`config.mk`:
```
export PLATFORM = sky130hd
export DESIGN_NAME = ipe_op_sequencer
export DESIGN_NICKNAME = d
export VERILOG_FILES = /design/src/rtl/ipe_op_sequencer.sv
export SDC_FILE = /design/constraint.sdc
export NUM_CORES = 2
export LEC_CHECK = 0
export ABC_AREA = 1
export BUFFER_PORTS_ARGS = -buffer_cell sky130_fd_sc_hd__clkbuf_2
export CELL_PAD_IN_SITES_DETAIL_PLACEMENT = 1
export CELL_PAD_IN_SITES_GLOBAL_PLACEMENT = 2
export CORE_UTILIZATION = 41
export CTS_BUF_LIST = sky130_fd_sc_hd__clkbuf_2
export CTS_CLUSTER_SIZE = 25
export DETAILED_ROUTE_END_ITERATION = 6
export HOLD_SLACK_MARGIN = 0.06
export PLACE_DENSITY_LB_ADDON = 0.05
export SYNTH_ARGS = -nofsm -noshare
export SYNTH_HDL_FRONTEND = slang
export SYNTH_SLANG_ARGS = --single-unit
```
`constraint.sdc`:
```
create_clock -name i_clk -period 2.4 [get_ports i_clk]
set_input_delay 0.24 -clock i_clk [delete_from_list [all_inputs] [get_ports i_clk]]
set_output_delay 0.24 -clock i_clk [all_outputs]
set_load 0.01 [all_outputs]
```
`src/rtl/ipe_op_sequencer.sv`:
```
// rtl/ipe_op_sequencer.sv - host-side command/frame sequencer feeding the image processing core
//
// ipe_cmd_fifo ports:
//   i_clk, i_rst           clock, synchronous active-high reset
//   i_push, i_data[3:0]    push request and op mode (ignored while full)
//   i_pop                  pop request (caller only pops when not empty)
//   o_data[3:0]            head entry
//   o_full, o_empty        occupancy flags
//
// ipe_op_sequencer ports:
//   i_clk, i_rst                           clock, synchronous active-high reset
//   i_cmd_valid, i_cmd_mode, o_cmd_ready   host command push
//   i_pix_valid, i_pix_data, o_pix_ready   host frame write, raster order
//   o_op_valid, o_op_mode, i_op_ready      op handshake to the core
//   o_in_valid, o_in_data, i_in_ready      frame stream to the core
//   i_out_valid                            core result strobe, counted into o_res_cnt
//   o_busy, o_err, o_res_cnt               status

module ipe_cmd_fifo #(
  parameter int DEPTH = 4
) (
  input  logic       i_clk,
  input  logic       i_rst,
  input  logic       i_push,
  input  logic [3:0] i_data,
  input  logic       i_pop,
  output logic [3:0] o_data,
  output logic       o_full,
  output logic       o_empty
);
  localparam int AW = $clog2(DEPTH);

  logic [3:0]  mem_q [DEPTH];
  logic [AW-1:0] wr_ptr_q, wr_ptr_d, rd_ptr_q, rd_ptr_d;
  logic [AW:0]   cnt_q, cnt_d;
  logic          push_ok, pop_ok;

  assign o_full  = (cnt_q == (AW+1)'(DEPTH));
  assign o_empty = (cnt_q == '0);
  assign o_data  = mem_q[rd_ptr_q];
  assign push_ok = i_push && !o_full;
  assign pop_ok  = i_pop && !o_empty;

  always_comb begin
    wr_ptr_d = wr_ptr_q + AW'(push_ok);
    rd_ptr_d = rd_ptr_q + AW'(pop_ok);
    cnt_d    = cnt_q + (AW+1)'(push_ok) - (AW+1)'(pop_ok);
  end

  always_ff @(posedge i_clk) begin
    if (i_rst) begin
      wr_ptr_q <= '0;
      rd_ptr_q <= '0;
      cnt_q    <= '0;
    end else begin
      wr_ptr_q <= wr_ptr_d;
      rd_ptr_q <= rd_ptr_d;
      cnt_q    <= cnt_d;
    end
  end

  always_ff @(posedge i_clk) begin
    if (push_ok) mem_q[wr_ptr_q] <= i_data;
  end
endmodule

module ipe_op_sequencer #(
  parameter int CMD_DEPTH = 4,
  parameter int FRAME_PIX = 256
) (
  input  logic        i_clk,
  input  logic        i_rst,
  input  logic        i_cmd_valid,
  input  logic [3:0]  i_cmd_mode,
  output logic        o_cmd_ready,
  input  logic        i_pix_valid,
  input  logic [7:0]  i_pix_data,
  output logic        o_pix_ready,
  output logic        o_op_valid,
  output logic [3:0]  o_op_mode,
  input  logic        i_op_ready,
  output logic        o_in_valid,
  output logic [7:0]  o_in_data,
  input  logic        i_in_ready,
  input  logic        i_out_valid,
  output logic        o_busy,
  output logic        o_err,
  output logic [15:0] o_res_cnt
);
  localparam int PW = $clog2(FRAME_PIX);
  localparam int CW = PW + 1;
  localparam logic [PW-1:0] K_LAST   = PW'(FRAME_PIX - 1);
  localparam logic [CW-1:0] PIX_FULL = CW'(FRAME_PIX);

  typedef enum logic [2:0] {
    S_IDLE,
    S_ISSUE,
    S_STREAM,
    S_WAIT_LO,
    S_WAIT_HI
  } state_t;

  state_t        state_q, state_d;
  logic [3:0]    mode_q, mode_d;
  logic          op_valid_q, op_valid_d;
  logic          in_valid_q, in_valid_d;
  logic [7:0]    in_data_q, in_data_d;
  logic          err_q, err_d;
  logic          sync_lost_q, sync_lost_d;
  logic [PW-1:0] k_q, k_d;
  logic [CW-1:0] pix_cnt_q, pix_cnt_d;
  logic [15:0]   res_cnt_q, res_cnt_d;

  logic [7:0]    frame_q [FRAME_PIX];

  logic          fifo_full, fifo_empty, fifo_pop;
  logic [3:0]    head;
  logic          pix_full, pix_wr;

  ipe_cmd_fifo #(.DEPTH(CMD_DEPTH)) u_cmd_fifo (
    .i_clk   (i_clk),
    .i_rst   (i_rst),
    .i_push  (i_cmd_valid),
    .i_data  (i_cmd_mode),
    .i_pop   (fifo_pop),
    .o_data  (head),
    .o_full  (fifo_full),
    .o_empty (fifo_empty)
  );

  assign pix_full    = (pix_cnt_q == PIX_FULL);
  assign o_pix_ready = !pix_full && (state_q != S_STREAM);
  assign pix_wr      = i_pix_valid && o_pix_ready;
  assign o_cmd_ready = !fifo_full;
  assign o_busy      = (state_q != S_IDLE) || !fifo_empty;
  assign o_op_valid  = op_valid_q;
  assign o_op_mode   = mode_q;
  assign o_in_valid  = in_valid_q;
  assign o_in_data   = in_data_q;
  assign o_err       = err_q;
  assign o_res_cnt   = res_cnt_q;

  always_comb begin
    state_d     = state_q;
    mode_d      = mode_q;
    op_valid_d  = 1'b0;
    in_valid_d  = 1'b0;
    in_data_d   = 8'd0;
    err_d       = 1'b0;
    sync_lost_d = sync_lost_q;
    k_d         = k_q;
    pix_cnt_d   = pix_cnt_q + CW'(pix_wr);
    res_cnt_d   = res_cnt_q + 16'(i_out_valid);
    fifo_pop    = 1'b0;

    case (state_q)
      S_IDLE: begin
        if (!fifo_empty) begin
          if (head >= 4'd11) begin
            // Illegal modes are dropped so they cannot wedge the queue.
            fifo_pop = 1'b1;
            err_d    = 1'b1;
          end else if (i_op_ready && (head != 4'd0 || pix_full)) begin
            fifo_pop   = 1'b1;
            op_valid_d = 1'b1;
            mode_d     = head;
            state_d    = S_ISSUE;
          end
        end
      end
      S_ISSUE: begin
        if (mode_q == 4'd0) begin
          // Preload pixel 0 so the stream starts the cycle after the op pulse.
          state_d     = S_STREAM;
          in_valid_d  = 1'b1;
          in_data_d   = frame_q[0];
          k_d         = '0;
          sync_lost_d = 1'b0;
        end else begin
          state_d = S_WAIT_LO;
        end
      end
      S_STREAM: begin
        // The core only raises in_ready from the second beat on.
        if (k_q != '0 && !i_in_ready && !sync_lost_q) begin
          err_d       = 1'b1;
          sync_lost_d = 1'b1;
        end
        if (k_q == K_LAST) begin
          state_d   = S_WAIT_LO;
          pix_cnt_d = '0;
        end else begin
          k_d        = k_q + PW'(1);
          in_valid_d = 1'b1;
          in_data_d  = frame_q[k_q + PW'(1)];
        end
      end
      S_WAIT_LO: begin
        if (!i_op_ready) state_d = S_WAIT_HI;
      end
      S_WAIT_HI: begin
        if (i_op_ready) state_d = S_IDLE;
      end
      default: state_d = S_IDLE;
    endcase
  end

  always_ff @(posedge i_clk) begin
    if (i_rst) begin
      state_q     <= S_IDLE;
      mode_q      <= 4'd0;
      op_valid_q  <= 1'b0;
      in_valid_q  <= 1'b0;
      in_data_q   <= 8'd0;
      err_q       <= 1'b0;
      sync_lost_q <= 1'b0;
      k_q         <= '0;
      pix_cnt_q   <= '0;
      res_cnt_q   <= 16'd0;
    end else begin
      state_q     <= state_d;
      mode_q      <= mode_d;
      op_valid_q  <= op_valid_d;
      in_valid_q  <= in_valid_d;
      in_data_q   <= in_data_d;
      err_q       <= err_d;
      sync_lost_q <= sync_lost_d;
      k_q         <= k_d;
      pix_cnt_q   <= pix_cnt_d;
      res_cnt_q   <= res_cnt_d;
    end
  end

  always_ff @(posedge i_clk) begin
    if (pix_wr) frame_q[pix_cnt_q[PW-1:0]] <= i_pix_data;
  end
endmodule
```
==> run summary <==
met3 wire length: 17030 um
io pins: 53
failing checks: setup timing
CP arrival: 3.10 ns
total power: 108.5 mW
mapped cell area: 86110 um2
Worst Hold Class: primary input to flip-flop
Tmin final: 3.339 ns
Least-Margin Pin Slew: 1.349 ns
Final Core Density: 0.5330
Non-Filler Instances: 11.79k
count leader, synth: nand2_1
Distinct cells, synth: 37
Lkg Pwr: 41.39 nW
CTS buffer count: 591
IO buf count: 52
fraction of layout cells with a size suffix above 1: 0.3129
Worst setup EP type: output pin
Avg Cell Area, Syn: 11.71 um2
synth top area cells: edfxtp_1 72%, nand3_1 12%, nand2_1 9.4%
Hold Slack: 0.3433 ns
post-route ant nets: 0
critical path data required time: 2.16 ns
final worst slack: -0.9387 ns
endpoints failing hold: 0
Total Die Area: 211900 um2
skew final: 0.1467 ns
wire per inst: 26.28 um
hpwl dp: 184300 um
Synth warnings: 0
outcome: complete, but fails checks
Worst Reg-to-Reg Cells: 17
area share of the largest cell type after synthesis: 0.7198
final count of pins violating max slew: 0
Synth area leader: edfxtp_1
via count: 64.21k
fillcell total: 21.50k
First-pass DRT Iterations: 5
Worst R2R End: u_cmd_fifo.cnt_q[1]
Synth Register Bits: 2123
Top Layer Used: met4
CP Class: flip-flop to output pin
crit-path max FO: 2
row cnt: 167
vias in the first global route: 66.34k
first-pass GRT wire length: 447700 um
Peak Freq: 0.2995 GHz
Setup TNS: -211.93 ns
Clock Path Buffers: 4
worst r2r src: pix_cnt_q[0]
CP Capture Point: o_pix_ready
DR iter-0 viols: 5152
CTS tree: built
Overflow after GRT: 0
ys flop type: edfxtp_1
CP Launch Type: flip-flop
met2 routed WL: 148700 um
R2R setup slack: -0.44 ns
slew margin rel.: 0.1009
VDD IR max: 0.6224 mV
asr flop ratio synth: 0
core area: 207900 um2
Clock transition at path regs: 0.10 ns
Routed WL: 309900 um
final net count: 8602
Seq/Total Area, Yosys: 0.7335
Synthesized Nets: 7382
GR Util All Layers: 0.2892
Post-synth EDFFs: 2064
M1 wire length: 135500 um
Pwr Density: 979.5 nW/um2
largest net degree at the start of global routing: 83
GPL Wtd Cong: 0.8744
RSZ-0062 raised after global routing: yes
placed cells: 10.50k
top cells by count, synth: 2157 x nand2_1, 2064 x edfxtp_1, 2054 x nand3_1, 321 x nor2_1, 267 x buf_2
chip height: 460.3 um
# H-tree levels: 6
vias per inst: 5.444
Mapped Cells: 7354
Max-cap violations: 0
initial antenna violation count: 8
Worst-Skew Late Latency: 1.97 ns
clock sinks: 2123
# setup viols final: 1930
P&R area growth vs syn: 28.68%
DRC viols: 0
final period utilization: 1.391
Root Driver: clkbuf_2
Crit. Startpoint: pix_cnt_q[0]
Starting Density: 0.4142
worst hold path depth: 4
Die Width: 460.3 um
## worst min path at each step
stage | start | endpoint | slack (ns)
6_report | i_cmd_mode[3] | u_cmd_fifo.mem_q[2][3] | 0.34
5_1_grt | i_cmd_mode[3] | u_cmd_fifo.mem_q[1][3] | 0.21
4_1_cts | i_cmd_mode[3] | u_cmd_fifo.mem_q[2][3] | 0.07
3_5_place_dp | sync_lost_q | sync_lost_q | 0.46
3_3_place_gp | sync_lost_q | sync_lost_q | 0.45
2_1_floorplan | i_pix_data[0] | frame_q[0][0] | 0.34
## repair_timing
action	4_1_cts	5_1_grt
resized for setup	840	510
buffers inserted	124	48
gates cloned	30	10
endpoints found under the setup margin	835	1910
hold buffers	68	0
endpoints found under the hold margin	4187	0
pin swaps	162	188
## placed cells by master (no fill, tap or decap), types with 20 or more instances in the layout
cell,instances
dfxtp_2,29
nand3_4,172
nand3_2,475
nor2_2,37
buf_16,46
nor2_4,27
buf_4,609
dlygate4sd3_1,59
nand2_1,2134
edfxtp_1,2064
inv_2,20
buf_12,182
nor2_1,259
clkinv_1,82
inv_1,61
a21oi_1,32
buf_6,149
nand3_1,1409
clkbuf_2,906
buf_8,38
## sequential cells by signal (all words and copies together), names as in the netlist
signal               count
u_cmd_fifo.mem_q        16
sync_lost_q              1
o_res_cnt               16
o_op_valid               1
o_err                    1
frame_q               2048
o_in_data                8
state_q                  3
u_cmd_fifo.wr_ptr_q      2
o_in_valid               1
u_cmd_fifo.rd_ptr_q      2
u_cmd_fifo.cnt_q         3
o_op_mode                4
k_q                      8
pix_cnt_q                9
## cell type report
type / count / area, um2 / share of cell area
diodes: 9 / 22.52 / 0.0002033
clock buffers: 895 / 4479 / 0.04043
clock inverters: 120 / 674.4 / 0.006086
inverters: 77 / 354.1 / 0.003196
multi-input cells: 4663 / 25490 / 0.2300
flip-flops and latches: 2123 / 63250 / 0.5708
well taps: 2788 / 3488 / 0.03148
repair buffers: 1117 / 13020 / 0.1175
repair inverters: 1 / 30.03 / 0.0002710
## report_power, final
group / internal (mW) / switching (mW)
sequential: 40.8 / 0.244
combinational: 15.9 / 25.5
clock: 10.6 / 15.6
## per-layer routing
layer | vias up | GRT usage
met3 | 425 | 0.04613
met4 | 0 | 0.09282
met1 | 32954 | 0.3988
li1 | 28914 | -
met2 | 1913 | 0.4674
met5 | - | 0
## kinds of logic after synthesis
family	count (synthesis)	synth area share
DFF	2123	0.7335
and+or+nand+nor	4576	0.2306
xor gates and xnor gates	7	0.0007992
buffers and inverters	568	0.02922
adders and majority gates	9	0.001395
AOI/OAI and AO/OA	71	0.004475
## metrics by stage
step	setup WS [ns]	instance area, um2
5_1_grt	-1.124	110800
4_1_cts	-1.246	107800
3_3_place_gp	-0.6389	95700
6_report	-0.9387	110800
2_1_floorplan	0.004895	86610
3_5_place_dp	-0.6187	95700
## worst max-delay path, cell delays in order (launching register included)
cell and delay [ns]:
dfxtp_2 0.35, nor2_4 0.13, inv_2 0.06, nor4_4 0.29
buf_12 0.18, nor2_4 0.04, buf_6 0.12
Note: power is estimated with default switching activity, not from simulation.
